[src/rtl/mem_arbiter.sv]
// Two-requester arbiter for the shared 16-bit memory port: single-word
// instruction fetches and fixed-length vector bursts, round-robin on ties.
module mem_arbiter #(
  parameter int BURST_LEN = 16
) (
  input  logic        Clk1,
  input  logic        Reset,
  input  logic        f_req,
  input  logic [15:0] f_addr,
  output logic        f_gnt,
  output logic        f_valid,
  output logic [15:0] f_data,
  input  logic        v_req,
  input  logic        v_we,
  input  logic [15:0] v_addr,
  input  logic [15:0] v_wdata,
  output logic        v_gnt,
  output logic        v_ack,
  output logic        v_last,
  output logic [15:0] v_rdata,
  output logic [15:0] Addr,
  output logic        RD,
  output logic        WR,
  output logic [15:0] DataOut,
  input  logic [15:0] DataIn
);

  localparam int CW = $clog2(BURST_LEN);
  localparam logic [CW-1:0] LAST_CNT = CW'(BURST_LEN - 1);

  typedef enum logic [2:0] {
    IDLE   = 3'd0,
    FETCH  = 3'd1,
    FWAIT  = 3'd2,
    VRD    = 3'd3,
    VDRAIN = 3'd4,
    VWR    = 3'd5
  } state_t;

  state_t        state;
  logic [CW-1:0] cnt;
  logic [CW-1:0] cntInc;
  logic          lastOwnerVec;
  logic          rdPipe;
  logic          fetchWins;
  logic          vecWins;

  // Round-robin pick: on a tie the requester that did not win last time goes
  always_comb begin
    fetchWins = 1'b0;
    vecWins   = 1'b0;
    if (f_req && v_req) begin
      fetchWins = lastOwnerVec;
      vecWins   = !lastOwnerVec;
    end else begin
      fetchWins = f_req;
      vecWins   = v_req;
    end
  end

  assign cntInc = cnt + CW'(1);

  // Main sequencer: arbitration, memory strobes and requester handshakes
  always_ff @(posedge Clk1) begin
    if (Reset) begin
      state        <= IDLE;
      cnt          <= '0;
      lastOwnerVec <= 1'b1;
      rdPipe       <= 1'b0;
      f_gnt        <= 1'b0;
      f_valid      <= 1'b0;
      f_data       <= 16'h0000;
      v_gnt        <= 1'b0;
      v_ack        <= 1'b0;
      v_last       <= 1'b0;
      v_rdata      <= 16'h0000;
      Addr         <= 16'h0000;
      RD           <= 1'b0;
      WR           <= 1'b0;
      DataOut      <= 16'h0000;
    end else begin
      f_gnt   <= 1'b0;
      v_gnt   <= 1'b0;
      f_valid <= 1'b0;
      v_ack   <= 1'b0;
      v_last  <= 1'b0;
      // DataIn lags RD by one cycle, so remember which cycles carried a burst read
      rdPipe  <= RD && (state == VRD);
      case (state)
        IDLE: begin
          if (fetchWins) begin
            lastOwnerVec <= 1'b0;
            f_gnt        <= 1'b1;
            Addr         <= f_addr;
            RD           <= 1'b1;
            state        <= FETCH;
          end else if (vecWins) begin
            lastOwnerVec <= 1'b1;
            v_gnt        <= 1'b1;
            Addr         <= v_addr;
            cnt          <= '0;
            if (v_we) begin
              DataOut <= v_wdata;
              WR      <= 1'b1;
              v_ack   <= 1'b1;
              state   <= VWR;
            end else begin
              RD    <= 1'b1;
              state <= VRD;
            end
          end else begin
            state <= IDLE;
          end
        end
        FETCH: begin
          RD    <= 1'b0;
          state <= FWAIT;
        end
        FWAIT: begin
          f_data  <= DataIn;
          f_valid <= 1'b1;
          state   <= IDLE;
        end
        VRD: begin
          Addr  <= Addr + 16'd1;
          v_ack <= rdPipe;
          if (rdPipe) begin
            v_rdata <= DataIn;
          end
          if (cnt == LAST_CNT) begin
            cnt   <= '0;
            RD    <= 1'b0;
            state <= VDRAIN;
          end else begin
            cnt <= cntInc;
          end
        end
        VDRAIN: begin
          v_rdata <= DataIn;
          v_ack   <= 1'b1;
          v_last  <= 1'b1;
          state   <= IDLE;
        end
        VWR: begin
          if (cnt != LAST_CNT) begin
            Addr    <= Addr + 16'd1;
            DataOut <= v_wdata;
            v_ack   <= 1'b1;
            v_last  <= (cntInc == LAST_CNT);
            cnt     <= cntInc;
          end else begin
            cnt   <= '0;
            WR    <= 1'b0;
            state <= IDLE;
          end
        end
        default: begin
          RD    <= 1'b0;
          WR    <= 1'b0;
          state <= IDLE;
        end
      endcase
    end
  end

endmodule
[config.mk]
export PLATFORM = sky130hd
export DESIGN_NAME = mem_arbiter
export DESIGN_NICKNAME = d
export VERILOG_FILES = /design/src/rtl/mem_arbiter.sv
export SDC_FILE = /design/constraint.sdc
export NUM_CORES = 1
export LEC_CHECK = 0
export CORE_MARGIN = 2
export CORE_UTILIZATION = 48
export DETAILED_ROUTE_END_ITERATION = 12
export PLACE_DENSITY = 0.86
export SLEW_MARGIN = 15
export SYNTH_ARGS = -nofsm -noshare
export SYNTH_HDL_FRONTEND = slang
export SYNTH_SLANG_ARGS = --single-unit
[constraint.sdc]
create_clock -name Clk1 -period 3.97 [get_ports Clk1]
set_clock_uncertainty 0.15 [all_clocks]
set_input_delay 0.397 -clock Clk1 [delete_from_list [all_inputs] [get_ports Clk1]]
set_output_delay 0.397 -clock Clk1 [all_outputs]
set_load 0.01 [all_outputs]
# Word-level counts from Yosys, hierarchy flattened
# Index checks and enable logic that the tools add are counted.
[op_classes]
add_sub_neg = 2
bitwise_logic = 3
reduce_logical = 20
n_eq_ne = 17
mux = 46
[op_table]
columns = ["op", "count"]
rows = [
  ["two-way mux 16 bit", 8],
  ["case mux 16 bit (2 select lines)", 2],
  ["case mux 16 bit (3 select lines)", 1],
  ["two-way mux 1 bit", 20],
  ["adder 16 x 1 -> 16 bit, second input constant", 1],
  ["two-way mux 4 bit", 4],
  ["two-way mux 3 bit", 5],
  ["!= test 2 bit, second input constant", 6],
  ["case mux 3 bit (4 select lines)", 1],
  ["case mux 4 bit (3 select lines)", 1],
  ["AND reduction 5 bit", 2],
  ["equality test 4 bit, second input constant", 2],
  ["equality test 3 x 2 -> 1 bit, second input constant", 2],
  ["equality test 3 bit, second input constant", 2],
  ["!= test 3 bit, second input constant", 2],
  ["case mux 1 bit (3 select lines)", 2],
  ["AND reduction 2 bit", 3],
  ["AND reduction 3 bit", 2],
  ["nonzero test 2 bit", 3],
  ["OR reduction 3 bit", 2],
  ["adder 4 x 1 -> 4 bit, second input constant", 1],
  ["!= test 4 bit, second input constant", 1],
  ["case mux 1 bit (4 select lines)", 1],
  ["AND reduction 4 bit", 1],
  ["10 further kinds", 13],
]
[word_totals]
elab_cells = 103
regBits = 80
output_inout_bits = 71

# Depth between registers and ports, before layout
[depth]
word_depth = 5
ltp_mapped = 7
ltp_nobuf = 6

# Least setup slack after synthesis
# OpenSTA, ideal clock, no wires.
[synth_timing]
kind = "register to register"
startpoint = "reg cnt[0]"
endpoint = "reg DataOut[10]"
path_stages_with_launch = 8
synth_period_minus_slack_ns = 1.865
setup_ns = 0.128
n_path_buf = 1
arrival_ns = 1.588
setup_slack_ns = 2.105
path_cell_list = "dfxtp_1 > ha_1 > nand3_1 > nand3_1 > a21oi_4 > buf_12 > mux2i_1 > nor2_1"
[synth_via]
elab_chain_len = 3
[synth_lines]
columns = ["item", "line_no", "text"]
rows = [
  ["start, declared", "41", "logic [CW-1:0] cnt;"],
  ["start signal, assigned", "135", "cnt <= cntInc;"],
  ["start signal, assigned", "150", "cnt <= cntInc;"],
  ["!= test 4 bit", "145", "if (cnt != LAST_CNT) begin"],
  ["!= test 2 bit (no source line)", "--", ""],
  ["AND reduction 5 bit (no source line)", "--", ""],
  ["end signal, assigned", "103", "DataOut <= v_wdata;"],
  ["end signal, assigned", "147", "DataOut <= v_wdata;"],
  ["end, declared", "24", "output logic [15:0] DataOut,"],
]
# Every way passes these cells.
# A chain may end at the register's enable or synchronous reset.

# Worst setup path after layout
[layout_timing]
startpoint = "reg cnt[0]"
endpoint = "reg Addr[9]"
[layout_via]
elab_chain_len = 3
[layout_lines]
columns = ["item", "line_no", "text"]
rows = [
  ["!= test 4 bit", "145", ""],
  ["!= test 2 bit (no source line)", "--", ""],
  ["AND reduction 3 bit (no source line)", "--", ""],
  ["end signal, assigned", "100", "Addr <= v_addr;"],
  ["end signal, assigned", "125", "Addr <= Addr + 16'd1;"],
  ["end signal, assigned", "146", "Addr <= Addr + 16'd1;"],
  ["end, declared", "21", "output logic [15:0] Addr,"],
]
# Every way passes these cells.

==> tab_implementation.tex <==
\begin{tabular}{lr}
\hline
Metric & Value \\
\hline
\multicolumn{2}{l}{\textbf{Outcome}} \\
Status & finished, final reports clean \\
\multicolumn{2}{l}{\textbf{Routing}} \\
Number of vias after detailed routing & around 3800 \\
Antenna viol nets, final & 0 \\
WL/cell & between 10 and 15 um \\
DRC violations left & 0 \\
Total detailed-routing wirelength & 10100 um \\
Initial DRT Pass Iterations & 5 \\
Iter 0 DRT Violations & around 300 \\
Vias per std cell & around 5.5 \\
\multicolumn{2}{l}{\textbf{CTS}} \\
Clock transition at path regs & 0.08 ns \\
Inserted Clock Buffers & 9 \\
Cts repair resizes & 0 \\
Hold-fix buffers, CTS & 0 \\
Htree depth & 3 \\
Clock Latency Late Sink & roughly 0.35 ns \\
Post-CTS setup-driven buffer insertion count & 0 \\
Maximum root-to-sink buffer count & 2 \\
Root Buffer Master & sky130\_fd\_sc\_hd\_\_clkbuf\_8 \\
Clock tree from TritonCTS & done \\
Clk sink count & 80 \\
\multicolumn{2}{l}{\textbf{GRT}} \\
Global-route wire length before repair & approximately 16000 um \\
Total global routing overflow & 0 \\
Antenna violations before repair & 0 \\
GRT Util Overall & 0.236 \\
Number of global-route vias before repair & about 3500 \\
Pin count of the biggest net entering global routing & 47 \\
\multicolumn{2}{l}{\textbf{Layout}} \\
Synthesis-to-finish area growth & 42.2\% \\
Fraction of layout cells with a size suffix above 1 & 0.0741 \\
Nets & between 600 and 700 \\
Final antenna diode count & 0 \\
Multi-input combinational cell area & approximately 0.0020 mm\^{}2 \\
Count of fill cells added during filler insertion & $\sim$610 \\
Sequential cell area & 0.00160 mm\^{}2 \\
\multicolumn{2}{l}{\textbf{Power and ir drop}} \\
Leakage & about 1.8 nW \\
Largest vdd supply drop & about 0.18 mV \\
Cell Pwr Density & about 350 mW/mm\^{}2 \\
\multicolumn{2}{l}{\textbf{Timing}} \\
Number of slew-limit violations in the final report & 0 \\
Fmax & roughly 0.39 GHz \\
Worst hold margin & between 0.3 and 0.4 ns \\
Worst-case headroom to the max-slew limit & 0.326 \\
Final setup violation count & 0 \\
Accumulated negative setup slack & 0 ns \\
Min Tclk post-route & between 2 and 3 ns \\
Number of endpoints with negative hold slack in the final report & 0 \\
Tightest Pin Transition & 1.01 ns \\
Period utilisation layout & 0.640 \\
Unrepaired setup endpoints after global routing & no \\
\multicolumn{2}{l}{\textbf{Worst setup path}} \\
Critical path, cell by cell & ha\_1 > and3\_1 > o21ai\_2 > a21boi\_1 > o21ai\_0 > a21oi\_1 \\
Kind of cell adding the most delay to the critical path & compound AO/OA/AOI/OAI gates \\
Biggest cell delay along the critical path & 0.81 ns \\
Biggest fanout along the worst timing path & 13 \\
Reg2Reg Setup Slack & approximately 1.4 ns \\
Arrival time at the worst endpoint & 2.66 ns \\
Required @ worst endpoint & between 4 and 5 ns \\
Slowest stage cell, crit path & sky130\_fd\_sc\_hd\_\_a21boi\_1 \\
Critical path type & flop to flop \\
Element type at the critical path start & flop \\
Critical path endpoint category & flop \\
Worst Path Buf+Inv & 0 \\
\multicolumn{2}{l}{\textbf{Logic synthesis}} \\
Library cell occupying the most area in the post-synthesis netlist & sky130\_fd\_sc\_hd\_\_dfxtp\_1 \\
Post-Synthesis Mean Instance Area & roughly 8.1 um\^{}2 \\
Net count of the mapped netlist & 535 \\
Area of the mapped netlist & around 0.0037 mm\^{}2 \\
Number of synthesis warnings & 0 \\
Most used standard cells in the synthesized netlist & sky130\_fd\_sc\_hd\_\_dfxtp\_1 (80), sky130\_fd\_sc\_hd\_\_nand2\_1 (80), sky130\_fd\_sc\_hd\_\_a21oi\_1 (72) \\
Number of distinct library cells after synthesis & 53 \\
Most used DFF post-synth & sky130\_fd\_sc\_hd\_\_dfxtp\_1 \\
Register bit total from synthesis & 80 \\
Cell types with the largest area share after synthesis & sky130\_fd\_sc\_hd\_\_dfxtp\_1 (43\%), sky130\_fd\_sc\_hd\_\_a21oi\_1 (9.6\%), sky130\_fd\_sc\_hd\_\_nand2\_1 (8.0\%) \\
Ys async rst share & 0 \\
Gate count after technology mapping & $\sim$460 \\
Post-synth top area share & 0.429 \\
Number of synthesized flops with an enable pin & 0 \\
Part of the Yosys area used for sequential elements & 0.429 \\
\multicolumn{2}{l}{\textbf{Floorplan}} \\
Starting Density & 0.489 \\
Row Count & 32 \\
Die outline height & around 90 um \\
Horizontal die dimension & roughly 90 um \\
Top-Level Pins & 140 \\
Die ar. & 0.00851 mm\^{}2 \\
Placeable core region & $\sim$0.0076 mm\^{}2 \\
\multicolumn{2}{l}{\textbf{Job}} \\
Max-Cap Viols & 0 \\
\multicolumn{2}{l}{\textbf{Placement}} \\
Number of port buffers & 139 \\
Gp weighted congestion & between 0.8 and 0.9 \\
Placed wire-length estimate & about 7300 um \\
\multicolumn{2}{l}{\textbf{Hold path}} \\
Kind of path behind the tightest hold check & flop to flop \\
\hline
\end{tabular}
-- layout by cell type, fill, tap and decap left out, drive strengths merged, types with 2 or more instances in the layout --
cell,synthesis,routed
buf,14,4
dfxtp,80,80
a21boi,3,3
and2,2,2
a31oi,3,3
o21ai,45,45
clkinvlp,0,2
a21oi,74,74
mux2,7,7
o21bai,2,2
inv,8,10
nor2,34,34
clkinv,0,3
nor3b,2,2
or3,2,2
and3,8,8
ha,3,3
nor4,6,6
xor2,2,2
clkdlybuf4s50,0,138
nand4,4,4
mux2i,16,16
nor3,8,8
nand3,22,22
nor2b,5,5
nand2b,6,6
nor4b,2,2
nand2,80,80
clkbuf,13,9
-- path summary, 6_finish.rpt --
check	end	from	depth (start not counted)
worst min-delay path	v_rdata[6]	v_rdata[6]	2
worst max-delay path	Addr[9]	cnt[0]	6
worst min register to register	v_rdata[6]	v_rdata[6]	2
worst max register to register	Addr[9]	cnt[0]	6
-- layout make-up --
type	instances	area share
multi-input cells	348	0.370
flip-flops and latches	80	0.301
repair buffers	142	0.265
well taps	102	0.0240
clock buffers	9	0.0233
clock inverters	7	0.0104
inverters	8	0.00565
-- cell families after synthesis --
| family | Yosys count | share of synthesized area |
|---|---|---|
| buffers and inverters | 35 | 0.0472 |
| AND/OR/NAND/NOR | 184 | 0.236 |
| adder cells (fa/ha/maj) | 3 | 0.0100 |
| AO/OA/AOI/OAI | 136 | 0.209 |
| multiplexers | 23 | 0.0639 |
| XOR/XNOR | 2 | 0.00469 |
| flip-flops | 80 | 0.429 |
-- per-stage QoR --
step / total power, mW / setup slack [ns] / std cells / instance area, um^2 / util
4_1_cts: 1.88 / 1.34 / 696 / 5310 / 0.694
3_3_place_gp: 1.33 / 1.42 / 680 / 5130 / 0.670
2_1_floorplan: 1.14 / 2.10 / 463 / 3740 / -
5_1_grt: 1.96 / 1.32 / 696 / 5320 / 0.695
6_report: 1.87 / 1.43 / 696 / 5320 / 0.695
3_5_place_dp: 1.34 / 1.29 / 680 / 5130 / 0.670
-- registers in the layout (all words and copies together), names as in the netlist --
name,count
Addr,16
DataOut,16
f_data,16
v_rdata,16
cnt,4
state,3
RD,1
WR,1
f_gnt,1
f_valid,1
lastOwnerVec,1
rdPipe,1
v_ack,1
v_gnt,1
v_last,1
-- report_power, final --
| group | switching [mW] | leakage (nW) | total [mW] | internal [mW] |
|---|---|---|---|---|
| logic | 0.199 | 1.09 | 0.418 | 0.220 |
| registers | 0.0571 | 0.651 | 0.912 | 0.855 |
| clock network | 0.308 | 0.0862 | 0.541 | 0.232 |
-- routing by layer --
metal	global-route usage	routed length, um	part of all wire	vias to the layer above
li1	-	-	-	1874
met1	0.297	4210	0.41	1756
met2	0.396	5030	0.50	181
met3	0.0493	688	0.068	29
met4	0.0920	224	0.022	0
met5	0	0	0	-
-- tightest hold or removal path: stages, from the launching register on --
cell                      delay (ns)
sky130_fd_sc_hd__dfxtp_1        0.31
sky130_fd_sc_hd__nand2_1        0.05
sky130_fd_sc_hd__a21oi_1        0.05
No activity file was read; power rests on OpenSTA's default activity.
==> RTL edit 1: new RTL, config.mk and constraints unchanged <==
`BURST_LEN`: 16 -> 32.
--- a/src/rtl/mem_arbiter.sv
+++ b/src/rtl/mem_arbiter.sv
@@ -3,3 +3,3 @@
 module mem_arbiter #(
-  parameter int BURST_LEN = 16
+  parameter int BURST_LEN = 32
 ) (
Check against the original RTL: same outputs for any inputs over 10 cycles, from zero or initial values and one cycle with Reset high; that may be too few to reach the edited logic, so the function may still have changed.
==> RTL edit 1 against the unedited design <==
  * Sequential cell count grew 1
  * Largest power group unchanged
  * Area after synthesis shrank 1.1%
  * Routed wire length grew 3.8%
  * Utilization is essentially flat
  * Clock power grew 13%
  * Largest cell class unchanged
  * Critical path depth grew 1
  * Setup slack lost 0.041 ns
  * Maximum frequency shrank 1.6%
  * Synthesized cell count shrank 3.2%
  * Cell area shrank 0.59%
  * Total power grew 5.3%
  * Sequential power grew 1%
==> RTL edit 1: results (changes against the unedited design) <==
[status]
status = completed

[synthesis]
synth_xor_area_frac = 0.00474  ; +0.0000508
syn-num-nets = 521  ; -2.6%
synth_mux_area_frac = 0.0731  ; +0.00915
synthTopCellsByCount = nand2_1, dfxtp_1, a21oi_1
ys_seq_area_frac = 0.439  ; +0.0101
synth_compound_area_frac = 0.196  ; -0.0133
async_flop_share = 0  ; unchanged
synthTopCellsByArea = dfxtp_1, nand2_1, a21oi_1
synthAdderAreaFrac = 0.0135  ; +0.00349

[placed_design]
gp_congestion = 0.909  ; +5.7%
place_hpwl_um = 7330  ; about the same
postPlaceCellArea_um2 = 5080  ; -0.90%

[worst_hold_path]
hold_end = v_rdata[5]
min_from = v_rdata[5]

[drt]
wirelength_um = 10500  ; +3.8%
drt-initial-drc-count = 259  ; -15%
dr.pass1.iters = 6  ; +1
vias = 3720  ; -3.1%

[global_routing]
grt_use_total = 0.249  ; +0.0127
grt_pass1_wl_um = 16900  ; +3.5%
grt_pass1_vias = 3520  ; -0.79%
met2_usage = 0.418  ; +0.0221
grt_max_degree = 73  ; +55%
use_met1 = 0.311  ; +0.0134
use_met3 = 0.0649  ; +0.0156

[clocking]
clk_latency_ns = 0.36
cts-resized-gates = 0  ; unchanged
cts_buffers = 9  ; unchanged
path_clk_slew_ns = 0.08  ; about the same

[timing]
tightest_slew_ns = 0.773  ; -0.236 ns

[setup_path]
slowest_stage = a21oi_4
r2r_end = DataOut[11]
rr_worst_depth = 7  ; +1
critPathMaxFanout = 17  ; +4
cpPeakStageDelay_ns = 0.61  ; -0.20 ns
r2r_start = cnt[1]
r2r_setup_slack_ns = 1.39  ; -0.04 ns

[final_layout]
drive_gt1_frac = 0.0677  ; -0.00637
layout.nets = 644  ; -2.6%

[pwr]
ir_drop_v = 0.000286  ; +59%
power.switching_w = 0.000578  ; +2.4%
p_leak_nw = 1.84  ; +0.69%

## RTL edit 1: changes by cell type in the layout (fill, tap and decap cells not counted), sizes merged, moves of 3 or more
cell / change
o21ai: -19
a21oi: -16
a211oi: +5
nand3: -4
nor2: +4
nand3b: +3
o21a: +3
o22ai: +3
## RTL edit 1: kinds of logic (layout without fill, tap and decap cells)
group / count (synthesis) / after routing
xor+xnor: 2 / 2
simple gates: 179 / 179
buf+inv: 38 / 166
compound gates: 118 / 118
fa+ha+maj: 4 / 4
flops: 81 / 81
mux: 26 / 26
## RTL edit 1: per-stage QoR
step / setup slack (ns) / hold slack (ns) / total power [W] / std cells
final: 1.39 / 0.306 / 0.00197 / 678
after global routing: 1.18 / 0.328 / 0.00206 / 678
after CTS: 1.39 / 0.306 / 0.00198 / 678
after detailed placement: 1.19 / 0.294 / 0.00137 / 662
after global placement: 1.32 / 0.288 / 0.00136 / 662
after floorplan: 1.71 / 0.322 / 0.00116 / 448
## RTL edit 1: worst reg2reg max path, cell delays in order, from the launching register on
cell      delay, ns
dfxtp_1        0.35
ha_1           0.24
and3_1         0.20
ha_1           0.30
nand3b_1       0.25
a21oi_4        0.61
mux2i_1        0.27
nor2_1         0.06
## RTL edit 1: power groups by stage
| stage | sequential, W | clock (W) | combinational [W] |
|---|---|---|---|
| after CTS | 0.000923 | 0.000622 | 0.000432 |
| after detailed placement | 0.000941 | 0 | 0.000430 |
| after global routing | 0.000933 | 0.000657 | 0.000471 |
| after global placement | 0.000939 | 0 | 0.000419 |
| final | 0.000925 | 0.000612 | 0.000434 |
| after floorplan | 0.000949 | 0 | 0.000215 |
## RTL edit 1: final cells by class
cell class / count / area, um2
Multi-Input combinational cell: 329 / 1900
Fill cell: 594 / 2320
Clock inverter: 7 / 77.6
Tap cell: 102 / 128
Sequential cell: 81 / 1620
Timing Repair Buffer: 142 / 1410
Inverter: 8 / 30.0
Clock buffer: 9 / 124
## RTL edit 1: how the worst max path moves through the flow
stage / cells past startpoint / end / slack, ns / start
5_1_grt: 7 / Addr[1] / 1.18 / cnt[0]
2_1_floorplan: 9 / DataOut[10] / 1.71 / cnt[0]
4_1_cts: 7 / DataOut[11] / 1.39 / cnt[1]
3_5_place_dp: 6 / DataOut[11] / 1.19 / f_req
3_3_place_gp: 6 / DataOut[13] / 1.32 / f_req
6_report: 7 / DataOut[11] / 1.39 / cnt[1]
## RTL edit 1: layer usage
metal / share of wire / up-vias
li1: - / 1804
met1: 0.41 / 1726
met2: 0.49 / 168
met3: 0.071 / 22
met4: 0.024 / 0
met5: 0 / -
==> RTL edit 2: new RTL, config.mk and constraints unchanged <==
Made on the original files. Re-encode `state_t` (6 states) as one-hot, 6 bits wide.
--- a/src/rtl/mem_arbiter.sv
+++ b/src/rtl/mem_arbiter.sv
@@ -30,9 +30,9 @@
 
-  typedef enum logic [2:0] {
-    IDLE   = 3'd0,
-    FETCH  = 3'd1,
-    FWAIT  = 3'd2,
-    VRD    = 3'd3,
-    VDRAIN = 3'd4,
-    VWR    = 3'd5
+  typedef enum logic [5:0] {
+    IDLE   = 6'b000001,
+    FETCH  = 6'b000010,
+    FWAIT  = 6'b000100,
+    VRD    = 6'b001000,
+    VDRAIN = 6'b010000,
+    VWR    = 6'b100000
   } state_t;
Check against the original RTL: same outputs for any inputs over 10 cycles, from zero or initial values and one cycle with Reset high; not proved beyond that.
==> RTL edit 2 against the unedited design <==
  * Routed wire length is 4.4% higher
  * Total power increased by 6.4%
  * Area after synthesis increased by 2.3%
  * Hold slack better by 0.00053 ns
  * Die area is 2.2% higher
  * Setup slack worse by 0.22 ns
  * Maximum frequency fell by 8.0%
  * Via count shrank 3.4%
  * Synthesized cell count down 5.8%
  * Cell area is 1.7% higher
  * Sequential power is 2.7% higher
  * First-iteration DRC count shrank 35%
  * Sequential cell count up 3
==> RTL edit 2: results (changes against the unedited design) <==
[synthesis]
synthTopCellsByCount = dfxtp_1, nor2_1, nand2_1
synthTopCellsByArea = dfxtp_1, mux2i_1, nor2_1
synthAdderAreaFrac = 0.00982  ; -0.000224
syn_inst = 436  ; -5.8%
synth_mux_area_frac = 0.135  ; +0.0712

[drt]
wirelength_um = 10600  ; +4.4%
wire_per_inst_um = 15.9  ; +9.1%
dr.pass1.iters = 4  ; -1
drt-initial-drc-count = 197  ; -35%

[timing]
max_freq_mhz = 362  ; -8.0%

[placed_design]
place_hpwl_um = 7660  ; +4.4%
gp_congestion = 0.905  ; +5.3%
dp_cells = 650  ; -4.4%

[setup_path]
r2r_start = state[4]
critPathMaxFanout = 20  ; +7

[final_layout]
multi_input_area_um2 = 1970  ; -0.13%
drive_gt1_frac = 0.0745  ; +0.000394
buf_share = 0.261  ; -0.00448
clk_share = 0.0379  ; +0.00429
inverters = 10  ; +2

[global_routing]
grt_pass1_wl_um = 16600  ; +1.9%
grt_pass1_vias = 3445  ; -2.9%
use_met3 = 0.0363  ; -0.0130
met2_usage = 0.425  ; +0.0292
grt_use_total = 0.242  ; +0.00568

[pwr]
ir_drop_v = 0.000226  ; +25%

[clocking]
clkSinkCount = 83  ; +3.8%

[status]
status = completed

[RTL edit 2: cell types whose count changed after synthesis, sizes merged, moves of 6 or more]
cell,before,now
o32ai,0,8
nand3,22,13
o21ai,45,14
nor2,34,52
nand2,80,44
mux2i,16,37
or2,0,7
mux2,7,13
a21oi,74,38
[RTL edit 2: worst max-delay path: cells and delay by family, from the launching register on]
family / cells / cell delay [ns]
and+or+nand+nor: 3 / 1.11
AOI/OAI and AO/OA: 2 / 0.63
DFF: 1 / 0.47
buffers and inverters: 1 / 0.30
[RTL edit 2: kinds of logic after synthesis]
group | count (synthesis)
muxes | 50
xor gates and xnor gates | 6
AOI/OAI and AO/OA | 92
and+or+nand+nor | 162
buffers and inverters | 40
adders and majority gates | 3
DFF | 83
[RTL edit 2: power by group]
| part | leakage (nW) | switching, W | internal, W |
|---|---|---|---|
| clock network | 0.101 | 0.000337 | 0.000301 |
| registers | 0.674 | 0.0000554 | 0.000881 |
| logic | 1.09 | 0.000192 | 0.000224 |
